### src/rtl/mds_rc_stage_pkg.sv
// Shared types for the MDS round-constant stage: M31 modulus, word and
// state-vector types, and the stage FSM encoding.
package mds_rc_stage_pkg;

    localparam int unsigned M31_W    = 31;
    localparam int unsigned MDS_SIZE = 16;

    // Mersenne-31 prime, p = 2^31 - 1
    localparam logic [M31_W-1:0] M31_P = 31'h7FFF_FFFF;

    typedef logic [M31_W-1:0]      m31_t;
    typedef m31_t [MDS_SIZE-1:0]   m31_vec_t;

    typedef enum logic [1:0] {
        IDLE = 2'd0,
        ADD  = 2'd1,
        DONE = 2'd2
    } state_e;

endpackage

### src/rtl/mds_rc_stage_if.sv
// Bus between the circulant multiplier, the round-constant source and the
// consumer of the MDS round-constant stage.
interface mds_rc_stage_if #(
    parameter int unsigned WORD_WIDTH = 31,
    parameter int unsigned MTX_SIZE   = 16,
    parameter int unsigned NUM_ROUNDS = 14
);
    localparam int unsigned RIW = (NUM_ROUNDS > 1) ? $clog2(NUM_ROUNDS) : 1;

    logic [MTX_SIZE-1:0][WORD_WIDTH-1:0] in_vec;
    logic                                in_valid;
    logic                                in_ready;
    logic [MTX_SIZE-1:0][WORD_WIDTH-1:0] rc;
    logic [RIW-1:0]                      round_idx;
    logic                                round_clr;
    logic [MTX_SIZE-1:0][WORD_WIDTH-1:0] out_vec;
    logic                                out_valid;
    logic                                out_ready;

    modport master (
        output in_vec, in_valid, rc, round_clr, out_ready,
        input  in_ready, round_idx, out_vec, out_valid
    );

    modport slave (
        input  in_vec, in_valid, rc, round_clr, out_ready,
        output in_ready, round_idx, out_vec, out_valid
    );

endinterface

### src/rtl/m31_mod_add.sv
// Single-lane addition modulo 2^WORD_WIDTH - 1 (Mersenne reduction by
// end-around carry). Optional macro MDS_RC_CANON_EN folds a result equal
// to p onto 0 so the output is canonical.
module m31_mod_add #(
    parameter int unsigned WORD_WIDTH = 31
) (
    input  logic [WORD_WIDTH-1:0] a,
    input  logic [WORD_WIDTH-1:0] b,
    output logic [WORD_WIDTH-1:0] sum
);

    // All-ones word is the modulus p for a Mersenne prime
    localparam logic [WORD_WIDTH-1:0] P_VAL = '1;

    logic [WORD_WIDTH:0]   s;
    logic [WORD_WIDTH-1:0] r;

    // Wide add, then fold the carry back in; r can equal p but never exceeds it
    always_comb begin
        s = {1'b0, a} + {1'b0, b};
        r = s[WORD_WIDTH-1:0] + {{(WORD_WIDTH-1){1'b0}}, s[WORD_WIDTH]};
`ifdef MDS_RC_CANON_EN
        sum = (r == P_VAL) ? '0 : r;
`else
        sum = r;
`endif
    end

endmodule

### src/rtl/mds_rc_stage.sv
// MDS round-constant stage: captures the multiplier output, adds the
// per-round constants LANES lanes per cycle mod p, then holds the result
// until the consumer accepts it and advances the round counter.
// Optional macro MDS_RC_CANON_EN (inside m31_mod_add) makes out_vec canonical.
module mds_rc_stage
    import mds_rc_stage_pkg::*;
#(
    parameter int unsigned WORD_WIDTH = 31,
    parameter int unsigned MTX_SIZE   = 16,
    parameter int unsigned LANES      = 4,
    parameter int unsigned NUM_ROUNDS = 14
) (
    input  logic           clk,
    input  logic           reset,
    mds_rc_stage_if.slave  bus
);

    localparam int unsigned BEATS = MTX_SIZE / LANES;
    localparam int unsigned BW    = (BEATS > 1) ? $clog2(BEATS) : 1;
    localparam int unsigned RIW   = (NUM_ROUNDS > 1) ? $clog2(NUM_ROUNDS) : 1;

    localparam logic [BW-1:0]  BEAT_LAST  = BW'(BEATS - 1);
    localparam logic [RIW-1:0] ROUND_LAST = RIW'(NUM_ROUNDS - 1);

    // Buffer and constants are viewed as [beat][lane] so the active beat is a
    // plain index; the packed layout matches the flat lane order of the bus.
    typedef logic [BEATS-1:0][LANES-1:0][WORD_WIDTH-1:0] beat_vec_t;

    state_e                            state_q, state_d;
    logic [BW-1:0]                     beat_q, beat_d;
    logic [RIW-1:0]                    round_q, round_d;
    beat_vec_t                         buf_q, buf_d;
    logic                              in_ready_q, in_ready_d;
    logic                              out_valid_q, out_valid_d;

    beat_vec_t                         rc_beats;
    logic [LANES-1:0][WORD_WIDTH-1:0]  lane_a;
    logic [LANES-1:0][WORD_WIDTH-1:0]  lane_b;
    logic [LANES-1:0][WORD_WIDTH-1:0]  lane_sum;

    assign rc_beats = bus.rc;
    assign lane_a   = buf_q[beat_q];
    assign lane_b   = rc_beats[beat_q];

    for (genvar g = 0; g < LANES; g++) begin : g_lane
        m31_mod_add #(
            .WORD_WIDTH (WORD_WIDTH)
        ) u_add (
            .a   (lane_a[g]),
            .b   (lane_b[g]),
            .sum (lane_sum[g])
        );
    end

    // Next-state, buffer update and round counter
    always_comb begin
        state_d = state_q;
        beat_d  = beat_q;
        buf_d   = buf_q;
        round_d = round_q;

        case (state_q)
            IDLE: begin
                if (bus.in_valid) begin
                    buf_d   = bus.in_vec;
                    beat_d  = '0;
                    state_d = ADD;
                end
            end
            ADD: begin
                buf_d[beat_q] = lane_sum;
                beat_d        = beat_q + 1'b1;
                if (beat_q == BEAT_LAST) begin
                    state_d = DONE;
                end
            end
            DONE: begin
                if (bus.out_ready) begin
                    state_d = IDLE;
                    round_d = (round_q == ROUND_LAST) ? '0 : round_q + 1'b1;
                end
            end
            default: begin
                state_d = IDLE;
            end
        endcase

        // Restart wins over an accept in the same cycle
        if (bus.round_clr) begin
            round_d = '0;
        end

        in_ready_d  = (state_d == IDLE);
        out_valid_d = (state_d == DONE);
    end

    // State, datapath and registered handshake outputs
    always_ff @(posedge clk or negedge reset) begin
        if (!reset) begin
            state_q     <= IDLE;
            beat_q      <= '0;
            round_q     <= '0;
            buf_q       <= '0;
            in_ready_q  <= 1'b1;
            out_valid_q <= 1'b0;
        end else begin
            state_q     <= state_d;
            beat_q      <= beat_d;
            round_q     <= round_d;
            buf_q       <= buf_d;
            in_ready_q  <= in_ready_d;
            out_valid_q <= out_valid_d;
        end
    end

    assign bus.in_ready  = in_ready_q;
    assign bus.out_valid = out_valid_q;
    assign bus.out_vec   = buf_q;
    assign bus.round_idx = round_q;

endmodule

### src/flat_wrapper.sv
// flat-port wrapper written by rule: the top's interface ports become plain ports
module mds_rc_stage_flat import mds_rc_stage_pkg::*;
#(
    parameter int unsigned WORD_WIDTH = 31,
    parameter int unsigned MTX_SIZE   = 16,
    parameter int unsigned LANES      = 4,
    parameter int unsigned NUM_ROUNDS = 14
)
  (clk, reset, bus_in_vec, bus_in_valid, bus_rc, bus_round_clr, bus_out_ready, bus_in_ready, bus_round_idx, bus_out_vec, bus_out_valid);
  mds_rc_stage_if #(.WORD_WIDTH(WORD_WIDTH), .MTX_SIZE(MTX_SIZE), .NUM_ROUNDS(NUM_ROUNDS)) bus_i ();
  input  logic clk;
  input  logic reset;
  input wire logic [$bits(bus_i.in_vec)-1:0] bus_in_vec;
  input wire logic [$bits(bus_i.in_valid)-1:0] bus_in_valid;
  input wire logic [$bits(bus_i.rc)-1:0] bus_rc;
  input wire logic [$bits(bus_i.round_clr)-1:0] bus_round_clr;
  input wire logic [$bits(bus_i.out_ready)-1:0] bus_out_ready;
  output wire logic [$bits(bus_i.in_ready)-1:0] bus_in_ready;
  output wire logic [$bits(bus_i.round_idx)-1:0] bus_round_idx;
  output wire logic [$bits(bus_i.out_vec)-1:0] bus_out_vec;
  output wire logic [$bits(bus_i.out_valid)-1:0] bus_out_valid;
  assign bus_i.in_vec = bus_in_vec;
  assign bus_i.in_valid = bus_in_valid;
  assign bus_i.rc = bus_rc;
  assign bus_i.round_clr = bus_round_clr;
  assign bus_i.out_ready = bus_out_ready;
  assign bus_in_ready = bus_i.in_ready;
  assign bus_round_idx = bus_i.round_idx;
  assign bus_out_vec = bus_i.out_vec;
  assign bus_out_valid = bus_i.out_valid;
  mds_rc_stage #(.WORD_WIDTH(WORD_WIDTH), .MTX_SIZE(MTX_SIZE), .LANES(LANES), .NUM_ROUNDS(NUM_ROUNDS)) u_core (.clk(clk), .reset(reset), .bus(bus_i));
endmodule
### config.mk
export PLATFORM = sky130hd
export DESIGN_NAME = mds_rc_stage_flat
export DESIGN_NICKNAME = d
export VERILOG_FILES = /design/src/rtl/mds_rc_stage_pkg.sv /design/src/rtl/mds_rc_stage_if.sv /design/src/rtl/m31_mod_add.sv /design/src/rtl/mds_rc_stage.sv /design/src/flat_wrapper.sv
export SDC_FILE = /design/constraint.sdc
export NUM_CORES = 2
export LEC_CHECK = 0
export ABC_AREA = 1
export CAP_MARGIN = 10
export CORE_AREA = 10 10 576 578
export DETAILED_ROUTE_END_ITERATION = 12
export DIE_AREA = 0 0 586 588
export PLACE_DENSITY = 0.34
export SYNTH_ARGS = -nofsm -noshare
export SYNTH_HDL_FRONTEND = slang
export SYNTH_HIERARCHICAL = 1
export SYNTH_SLANG_ARGS = --single-unit
### constraint.sdc
create_clock -name clk -period 12.3 [get_ports clk]
set_clock_uncertainty 0.05 [all_clocks]
set_input_delay 2.46 -clock clk [delete_from_list [all_inputs] [get_ports clk]]
set_output_delay 2.46 -clock clk [all_outputs]
set_load 0.02 [all_outputs]
==> out/metrics.csv <==
metric,value,unit
async_flop_share,100,%
netlist_area,48800,sq um
status,"complete, no violations",
finalSetupViolations,0,
synth_edf_count,0,
synth_nets,9699,
placementRows,208,
arrival,8.27,ns
r2r-end,u_core/bus.out_vec[22]$_DFFE_PN0P_,
cts_resized,0,
yosys.area_share.simple,51.0,%
worst-slew-pin-transition,1.26,ns
initial_core_util,15.2,%
clock-root-buffer,clkbuf_16,
synth_top_area_share,28.7,%
fin_crit_sh,61.7,%
boundaryPins,1499,
synth_common_cells,"nand2_1 (3,733), nor2_1 (1,039), o21ai_0 (731)",
end_kind,register,
drc,0,
hpwlAfterDp,309,mm
synth_fa_ha_area_share,3.70,%
grt_pass1_wl,538,mm
cts.sinks,506,
grt_max_degree,149,
yosysMostFrequentCell,nand2_1,
post_cts_buffers,0,
hold_path_depth,2,
max_freq,132,MHz
antenna_found_initial,109,
ys_seq_elements,506,
htree_levels,3,
synthFlopType,dfrtp_1,
cp.required,12.98,ns
clk_path_buf_depth,4,
syn_avg_cell_area,5.70,sq um
wl_per_cell,28.3,um
grt_pass1_vias,63387,
finalHoldViolations,0,
clock_latency,0.80,ns
drt_first_pass_iters,6,
yosysTopAreaCell,nand2_1,
critPathLaunchType,register,
io_buffers,1498,
fin_setup_tns,0,ns
num_vias,63247,
grt-ovfl-total,0,
layout.nets,10869,
path_class,register to register,
routed_via_density,4.51,
routed_wl,397,mm
muxShareOfSynthArea,0,%
drtAntennaViolNets,0,
hold_path.class,register to register,
die-height,588,um
synth_top_family_by_area,simple AND/OR/NAND/NOR gates,
synth_xor_area_share,1.37,%
critPathSlowestCell,buf_4,
core,320000,sq um
min_period,7.59,ns
path_clk_slew,0.06,ns
cp_max_fo,92,
syn_inst,8560,
slew_violations,0,
yosysUniqueCellTypes,38,
numCtsBuffers,83,
rsz0062_at_grt,no,
crit-reg2reg-launch,u_core/beat_q[0]$_DFFE_PN0P_,
startpoint,u_core/beat_q[0]$_DFFE_PN0P_,
hold_end,u_core/bus.out_vec[374]$_DFFE_PN0P_,
yosys_warnings,6,
rr_worst_depth,29,
routabilityCongestion,0.887,
ff2ff_setup_slack,4.71,ns
drt_iter0_drc,5171,
slew_headroom,15.6,%
cap_viol_max_count,0,
hp-start,u_core/bus.out_vec[374]$_DFFE_PN0P_,
path_common_cell,nand2_1,
cp_slowest_stage_delay,0.76,ns
cts_tree,built,
fp.dieW,586,um
ys_top_cells_by_area,"nand2_1 (29%), dfrtp_1 (26%), nor2_1 (8.0%)",
cts.hold.buffers_added,0,
grt_usage,21.8,%
die_area,345000,sq um
syn2layout_area_growth,44.6,%
synth_compound_area_share,8.65,%
synth-seq-area-share,26.0,%
final_layout_size_suffix_gt1_share,5.17,%
sequential cells by signal, indices dropped and copies added (netlist names):
register and flops:
u_core/bus.out_valid 1, u_core/beat_q 2, u_core/state_q 2, u_core/bus.round_idx 4, u_core/bus.out_vec 496, u_core/bus.in_ready 1
kinds of logic after synthesis:
| family | after synthesis |
|---|---|
| simple gates | 5877 |
| buf+inv | 1124 |
| compound gates | 838 |
| flops | 506 |
| fa+ha+maj | 142 |
| xor+xnor | 73 |
placed cells by master (no fill, tap or decap), drive strengths merged:
master / instances
nand2: 3837
clkdlybuf4s50: 1497
nor2: 1128
o21ai: 756
inv: 635
nand4: 577
dfrtp: 505
nand3: 271
ha: 138
clkbuf: 118
buf: 79
a21oi: 72
xor2: 49
diode: 39
and2: 28
xnor2: 24
nor3: 20
clkinv: 14
nand3b: 8
bufinv: 5
o21a: 4
o21bai: 4
or2: 4
nor3b: 4
fa: 4
o22ai: 2
clkinvlp: 1
dfstp: 1
area by class of cell:
class,instances,area (sq um)
inverters,633,2400
well taps,4200,5260
flip-flops and latches,506,12700
fillers,36785,250000
clock buffers,118,2390
repair buffers,1576,15700
multi-input cells,6930,31700
diodes,39,97.6
clock inverters,22,253
worst max path at each step:
stage	end	slack, ns	depth (start not counted)
detailed placement	u_core/bus.out_vec[80]$_DFFE_PN0P_	3.91	27
global route	u_core/bus.out_vec[270]$_DFFE_PN0P_	4.28	29
floorplan	u_core/bus.out_vec[208]$_DFFE_PN0P_	6.48	31
global placement	u_core/bus.out_vec[80]$_DFFE_PN0P_	3.89	27
finish	u_core/bus.out_vec[22]$_DFFE_PN0P_	4.71	29
CTS	u_core/bus.out_vec[80]$_DFFE_PN0P_	4.70	30
per-layer routing:
metal	track usage, %	routed length, um	up-vias	part of all wire (%)
li1	-	-	29646	-
met4	6.90	13900	56	3.5
met3	5.75	30100	480	7.6
met2	36.6	186000	2384	47
met5	0	345	-	0.087
met1	27.1	167000	30681	42
per-stage QoR:
stage,cells,hold slack [ns],area (sq um),util [%],setup WS (ns)
floorplan,8560,0.547,48800,-,6.48
global placement,13844,0.436,67800,21.2,3.89
detailed placement,13844,0.437,67800,21.2,3.91
CTS,13984,0.454,70400,22.0,4.70
global route,14004,0.465,70500,22.0,4.28
finish,14024,0.452,70500,22.0,4.71
critical path: cells and delay by family (launching register included):
family / cells / cell delay (ns)
AO/OA/AOI/OAI: 4 / 1.46
XOR/XNOR: 1 / 0.58
adder cells (fa/ha/maj): 3 / 0.76
buffers and inverters: 3 / 1.32
flip-flops: 1 / 0.74
AND/OR/NAND/NOR: 18 / 2.21
Power is not shown: default switching activity piles up to over one toggle a cycle in this logic, so the estimate is an artifact.
